--- src/rtl/i2c_target_port.sv ---
`timescale 1ns/1ps
`default_nettype none
// ============================================================================
//  Module   : i2c_target_port
//  Purpose  : I2C target emulating a PCF8574-style 8-bit I/O expander.
//             Write bytes land on o_port; reads return i_port. SCL/SDA are
//             oversampled by clk; SDA is driven open-drain via o_sda_low.
//  Ports    : clk, reset_p (async, active-high)
//             i_scl, i_sda  - raw bus lines (asynchronous)
//             o_sda_low     - 1 = pull SDA low, 0 = release
//             i_port        - byte returned on read transfers
//             o_port        - last byte written by the master
//             o_wr_valid    - one-clk pulse when o_port updates
//             o_busy        - high from address ACK until STOP or NACK
//  Revision : 1.0 - initial release
// ============================================================================
module i2c_target_port #(
  parameter logic [6:0] ADDR       = 7'h27,
  parameter logic [7:0] PORT_RESET = 8'hFF
) (
  input  logic       clk,
  input  logic       reset_p,
  input  logic       i_scl,
  input  logic       i_sda,
  output logic       o_sda_low,
  input  logic [7:0] i_port,
  output logic [7:0] o_port,
  output logic       o_wr_valid,
  output logic       o_busy
);

  localparam logic [2:0] S_IDLE      = 3'd0;
  localparam logic [2:0] S_ADDR      = 3'd1;
  localparam logic [2:0] S_ADDR_ACK  = 3'd2;
  localparam logic [2:0] S_WRITE     = 3'd3;
  localparam logic [2:0] S_WRITE_ACK = 3'd4;
  localparam logic [2:0] S_READ      = 3'd5;
  localparam logic [2:0] S_READ_ACK  = 3'd6;
  localparam logic [2:0] S_IGNORE    = 3'd7;

  // [0],[1] are the synchroniser pair, [2] is the edge-detect history
  logic [2:0] scl_sync_q, sda_sync_q;

  logic [2:0] state_q, state_d;
  logic [2:0] bit_cnt_q, bit_cnt_d;
  logic [7:0] shift_q, shift_d;
  logic       rw_q, rw_d;
  // Second-phase flag inside the ACK states (ACK driven / master ACK seen)
  logic       ack_on_q, ack_on_d;
  logic       sda_low_q, sda_low_d;
  logic [7:0] port_q, port_d;
  logic       wr_pend_q, wr_pend_d;
  logic       wr_valid_q, wr_valid_d;

  logic       w_scl_rise, w_scl_fall, w_start, w_stop, w_sda;
  logic [7:0] w_shift_in;

  assign w_sda      = sda_sync_q[1];
  assign w_scl_rise =  scl_sync_q[1] & ~scl_sync_q[2];
  assign w_scl_fall = ~scl_sync_q[1] &  scl_sync_q[2];
  assign w_start    = scl_sync_q[1] & scl_sync_q[2] &  sda_sync_q[2] & ~sda_sync_q[1];
  assign w_stop     = scl_sync_q[1] & scl_sync_q[2] & ~sda_sync_q[2] &  sda_sync_q[1];
  assign w_shift_in = {shift_q[6:0], w_sda};

  // State and datapath registers
  always_ff @(posedge clk or posedge reset_p) begin
    if (reset_p) begin
      scl_sync_q <= 3'b111;
      sda_sync_q <= 3'b111;
      state_q    <= S_IDLE;
      bit_cnt_q  <= 3'd0;
      shift_q    <= 8'd0;
      rw_q       <= 1'b0;
      ack_on_q   <= 1'b0;
      sda_low_q  <= 1'b0;
      port_q     <= PORT_RESET;
      wr_pend_q  <= 1'b0;
      wr_valid_q <= 1'b0;
    end else begin
      scl_sync_q <= {scl_sync_q[1:0], i_scl};
      sda_sync_q <= {sda_sync_q[1:0], i_sda};
      state_q    <= state_d;
      bit_cnt_q  <= bit_cnt_d;
      shift_q    <= shift_d;
      rw_q       <= rw_d;
      ack_on_q   <= ack_on_d;
      sda_low_q  <= sda_low_d;
      port_q     <= port_d;
      wr_pend_q  <= wr_pend_d;
      wr_valid_q <= wr_valid_d;
    end
  end

  // Next-state logic
  always_comb begin
    state_d    = state_q;
    bit_cnt_d  = bit_cnt_q;
    shift_d    = shift_q;
    rw_d       = rw_q;
    ack_on_d   = ack_on_q;
    sda_low_d  = sda_low_q;
    port_d     = port_q;
    wr_pend_d  = 1'b0;
    wr_valid_d = 1'b0;

    // A completed write byte is committed one clk after its 8th SCL rise;
    // shift_q is stable in that clk because no other SCL edge can occur.
    if (wr_pend_q) begin
      port_d     = shift_q;
      wr_valid_d = 1'b1;
    end

    if (w_start) begin
      state_d   = S_ADDR;
      bit_cnt_d = 3'd0;
      sda_low_d = 1'b0;
      ack_on_d  = 1'b0;
    end else if (w_stop) begin
      state_d   = S_IDLE;
      sda_low_d = 1'b0;
      ack_on_d  = 1'b0;
    end else begin
      case (state_q)
        S_IDLE: ;
        S_ADDR: begin
          if (w_scl_rise) begin
            shift_d   = w_shift_in;
            bit_cnt_d = bit_cnt_q + 3'd1;
            if (bit_cnt_q == 3'd7) begin
              if (w_shift_in[7:1] == ADDR) begin
                state_d  = S_ADDR_ACK;
                rw_d     = w_sda;
                ack_on_d = 1'b0;
              end else begin
                state_d = S_IGNORE;
              end
            end
          end
        end
        S_ADDR_ACK: begin
          if (w_scl_fall) begin
            if (!ack_on_q) begin
              sda_low_d = 1'b1;
              ack_on_d  = 1'b1;
            end else begin
              ack_on_d  = 1'b0;
              bit_cnt_d = 3'd0;
              if (rw_q) begin
                shift_d   = i_port;
                sda_low_d = ~i_port[7];
                state_d   = S_READ;
              end else begin
                sda_low_d = 1'b0;
                state_d   = S_WRITE;
              end
            end
          end
        end
        S_WRITE: begin
          if (w_scl_rise) begin
            shift_d   = w_shift_in;
            bit_cnt_d = bit_cnt_q + 3'd1;
            if (bit_cnt_q == 3'd7) begin
              wr_pend_d = 1'b1;
              ack_on_d  = 1'b0;
              state_d   = S_WRITE_ACK;
            end
          end
        end
        S_WRITE_ACK: begin
          if (w_scl_fall) begin
            if (!ack_on_q) begin
              sda_low_d = 1'b1;
              ack_on_d  = 1'b1;
            end else begin
              sda_low_d = 1'b0;
              ack_on_d  = 1'b0;
              bit_cnt_d = 3'd0;
              state_d   = S_WRITE;
            end
          end
        end
        S_READ: begin
          // shift_q[7] is the bit currently on the bus
          if (w_scl_fall) begin
            if (bit_cnt_q == 3'd7) begin
              sda_low_d = 1'b0;
              ack_on_d  = 1'b0;
              state_d   = S_READ_ACK;
            end else begin
              shift_d   = {shift_q[6:0], 1'b0};
              sda_low_d = ~shift_q[6];
              bit_cnt_d = bit_cnt_q + 3'd1;
            end
          end
        end
        S_READ_ACK: begin
          if (w_scl_rise) begin
            if (w_sda) state_d  = S_IGNORE;
            else       ack_on_d = 1'b1;
          end else if (w_scl_fall && ack_on_q) begin
            shift_d   = i_port;
            sda_low_d = ~i_port[7];
            bit_cnt_d = 3'd0;
            ack_on_d  = 1'b0;
            state_d   = S_READ;
          end
        end
        S_IGNORE: sda_low_d = 1'b0;
        default:  state_d   = S_IDLE;
      endcase
    end
  end

  // Outputs
  always_comb begin
    o_sda_low  = sda_low_q;
    o_port     = port_q;
    o_wr_valid = wr_valid_q;
    case (state_q)
      S_ADDR_ACK:                                   o_busy = ack_on_q;
      S_WRITE, S_WRITE_ACK, S_READ, S_READ_ACK:     o_busy = 1'b1;
      default:                                      o_busy = 1'b0;
    endcase
  end

endmodule
`default_nettype wire

--- config.mk ---
export PLATFORM = sky130hd
export DESIGN_NAME = i2c_target_port
export DESIGN_NICKNAME = d
export VERILOG_FILES = /design/src/rtl/i2c_target_port.sv
export SDC_FILE = /design/constraint.sdc
export NUM_CORES = 1
export LEC_CHECK = 0
export ABC_AREA = 1
export BUFFER_PORTS_ARGS = -buffer_cell sky130_fd_sc_hd__buf_4
export CORE_AREA = 2 2 67 69
export CTS_CLUSTER_SIZE = 25
export DETAILED_ROUTE_END_ITERATION = 8
export DIE_AREA = 0 0 69 71
export GPL_ROUTABILITY_DRIVEN = 1
export PLACE_DENSITY = 0.74
export SYNTH_ARGS = -nofsm -noshare
export SYNTH_HDL_FRONTEND = slang
export SYNTH_SLANG_ARGS = --single-unit
--- constraint.sdc ---
create_clock -name clk -period 1.7 [get_ports clk]
set_clock_uncertainty 0.1 [all_clocks]
set_input_delay 0.34 -clock clk [delete_from_list [all_inputs] [get_ports clk]]
set_output_delay 0.34 -clock clk [all_outputs]
set_load 0.01 [all_outputs]
==> metrics.md <==
| Metric | Value |
|---|---|
| Fin worst setup slack | -122 ps |
| Critical Path RT | around 1300 ps |
| Worst Setup EP | o_busy |
| DRT antenna net count | 0 |
| Hold_buf cts | 0 |
| Antenna diodes | 0 |
| First-pass detailed-route iteration total | 5 |
| Commonest non-fill, non-tap cell in the layout | nand2_1 |
| Actual slew at the worst max-slew pin | around 430 ps |
| Initial antenna violation count | 0 |
| Reg power frac | around 23% |
| GRT Util Overall | 22.1% |
| P&R area growth vs syn | 41.5% |
| Bufs on Longest Clock Path | 2 |
| Initial DRC Count | 256 |
| Yosys cell types | 31 |
| Worst slack, placed | -59.5 ps |
| Htree depth | 2 |
| Starting Density | a little under half |
| Syn Area/Cell | 7.43 um2 |
| Maximum clock rate | 549 MHz |
| Internal | 2.92 mW |
| Register bit total from synthesis | 33 |
| Crit path DAT | 1380 ps |
| Final Max Tran Viols | 0 |
| HP Class | primary input to asynchronous set/reset pin |
| PortBufs | 22 |
| Relative max-transition margin | between 70% and 80% |
| Die width | a little under 70 um |
| Die ar. | 4900 um2 |
| Total grt overflow | 0 |
| Register-to-register setup slack | -100 ps |
| Final Hold Viols | 0 |
| Drt drc | 0 |
| Detailed placement HPWL | about 3600 um |
| RSZ-0062 raised after global routing | true |
| Clock-pin slew on the worst setup and hold paths | approximately 70 ps |
| Fraction of layout instances using a drive strength above 1 | between 40% and 50% |
| Status | finished with violations |
| IO Count | 23 |
| Via Count | between 2000 and 2500 |
| Worst Setup Start Kind | flip-flop |
| Max cap viols | 0 |
| Root Buffer | clkbuf_8 |
| VDD IR-drop max | about 0.85 mV |
| Die Y | slightly above 70 um |
| Vias in the first global route | just under 2000 |
| Setup violators final | 16 |
| Pin count of the biggest net entering global routing | 34 |
| Prevailing post-synth register cell | dfrtp_1 |
| Nets | roughly 340 |
| CTS tree | done |
| Avg WL per Cell | 14.6 um |
| Switching Share | 46.6% |
| Clock power share | about 14% |
| Reg-to-Reg Start | scl_sync_q[2] |
| Via/cell ratio | 5.39 |
| Post-Synthesis Cells | around 270 |
| Seq/Total Area, Yosys | 42.3% |
| WS Path Type | flip-flop to primary output |
| Clock sinks | 33 |
| GP Congestion | around 0.93 |
| Mapped cell area | 1990 um2 |
| Syn nets | 282 |
| Combinational power share | a little over three fifths |
| Commonest non-fill, non-tap cells in the layout | nand2_1 (80), buf_4 (48), nor2_1 (22) |
| Critical path startpoint | state_q[2] |
| Routed wire length | 5540 um |
| Post-synth EDFFs | 0 |
| Min cycle time layout | 1820 ps |
| Yosys warns | 0 |
| Leak | roughly 1.5 nW |
| Setup_tns | -1070 ps |
| Core area | approximately 4200 um2 |
| CTS buffer count | 5 |
| Num rows | 24 |
| Pwr dens | 1940 nW/um2 |
| Worst r2r dst | shift_q[0] |
| Worst R2R Path Depth | 9 |
| Setup crit end kind | primary output |
| Crit-path max FO | 4 |
| First-pass GRT wire length | approximately 8600 um |
| P_sw | approximately 2.5 mW |
| Filler instances | around 340 |
| Failing checks | setup timing |
| Worst skew pair latency | 290 ps |
| Post-synth ARST share | 100% |
| Period utilisation layout | 107% |
cell families (layout without fill, tap and decap cells):
group	Yosys count	after routing	synth area share, %
buffers and inverters	33	92	7.66
adder cells (fa/ha/maj)	2	2	1.26
flip-flops	33	33	42.3
multiplexers	6	6	3.39
AO/OA/AOI/OAI	20	20	6.28
AND/OR/NAND/NOR	174	175	39.1
synthesized netlist by cell type (2+ instances only):
| library cell | count | share of area, % |
|---|---|---|
| a21oi_1 | 5 | 1.3 |
| buf_6 | 3 | 1.7 |
| clkinv_1 | 2 | 0.38 |
| dfrtp_1 | 19 | 24 |
| dfstp_2 | 14 | 18 |
| ha_1 | 2 | 1.3 |
| inv_1 | 21 | 4.0 |
| inv_2 | 4 | 0.75 |
| mux2_2 | 6 | 3.4 |
| nand2_1 | 100 | 19 |
| nand2_2 | 5 | 1.6 |
| nand3_1 | 24 | 6.0 |
| nand3_2 | 4 | 2.0 |
| nor2_1 | 29 | 5.5 |
| nor2_4 | 3 | 1.7 |
| nor3_1 | 4 | 1.0 |
| o21ai_0 | 7 | 1.8 |
| o21ai_2 | 3 | 1.3 |
state kept, by name (all words and copies together), names as in the netlist:
signal / flops
state_q: 3
ack_on_q: 1
o_port: 8
o_wr_valid: 1
shift_q: 8
sda_sync_q: 3
bit_cnt_q: 3
rw_q: 1
wr_pend_q: 1
scl_sync_q: 3
o_sda_low: 1
per-stage QoR:
step / instance area [um2] / cells / power [mW] / util, % / hold slack (ps)
floorplan: 1990 / 268 / 2.98 / - / 244
global placement: 2330 / 358 / 3.58 / 55.5 / 245
detailed placement: 2330 / 358 / 3.63 / 55.5 / 247
CTS: 2630 / 375 / 4.89 / 62.5 / 54.7
global route: 2820 / 380 / 5.89 / 67.0 / 52.2
finish: 2820 / 380 / 5.46 / 67.0 / 45.5
how the worst min path moves through the flow:
stage / cells past startpoint / end / slack (ps) / start
floorplan: 0 / scl_sync_q[0] / 240 / i_scl
global route: 1 / scl_sync_q[0] / 50 / i_scl
global placement: 0 / sda_sync_q[1] / 250 / sda_sync_q[0]
finish: 3 / state_q[1] / 50 / reset_p
detailed placement: 0 / scl_sync_q[1] / 250 / scl_sync_q[0]
CTS: 3 / state_q[0] / 50 / reset_p
power groups by stage:
stage / combinational (mW) / sequential (mW) / clock, mW
CTS: 2.88 / 1.22 / 0.786
global route: 3.79 / 1.28 / 0.818
detailed placement: 2.42 / 1.21 / 0
global placement: 2.38 / 1.20 / 0
floorplan: 1.83 / 1.15 / 0
finish: 3.44 / 1.26 / 0.767
layout make-up:
type / count / area, um2 / share of cell area, %
multi-input cells: 203 / 1220 / 43.4
clock inverters: 1 / 30.0 / 1.07
clock buffers: 7 / 86.3 / 3.06
flip-flops and latches: 33 / 847 / 30.1
well taps: 52 / 65.1 / 2.31
inverters: 28 / 114 / 4.04
repair buffers: 56 / 453 / 16.1
worst max-delay path, stage by stage, from the launching register on:
cell	delay (ps)
dfrtp_2	460
buf_12	150
nand3_4	110
nand2_4	60
nor2_4	110
o21ai_2	60
buf_4	140
metal layers:
layer	vias up	GRT usage, %	wire length, um
met5	-	0	0
met4	0	11.1	265
met3	29	4.70	296
met2	91	35.4	2610
met1	958	28.4	2360
li1	970	-	-
what timing repair did:
item                       in CTS  in global routing
setup endpoints to repair      17                 18
pin swaps                       5                 10
setup buffers                   8                  4
cloned                          1                  1
resized for setup              28                 41
Note: power is estimated with default switching activity, not from simulation.
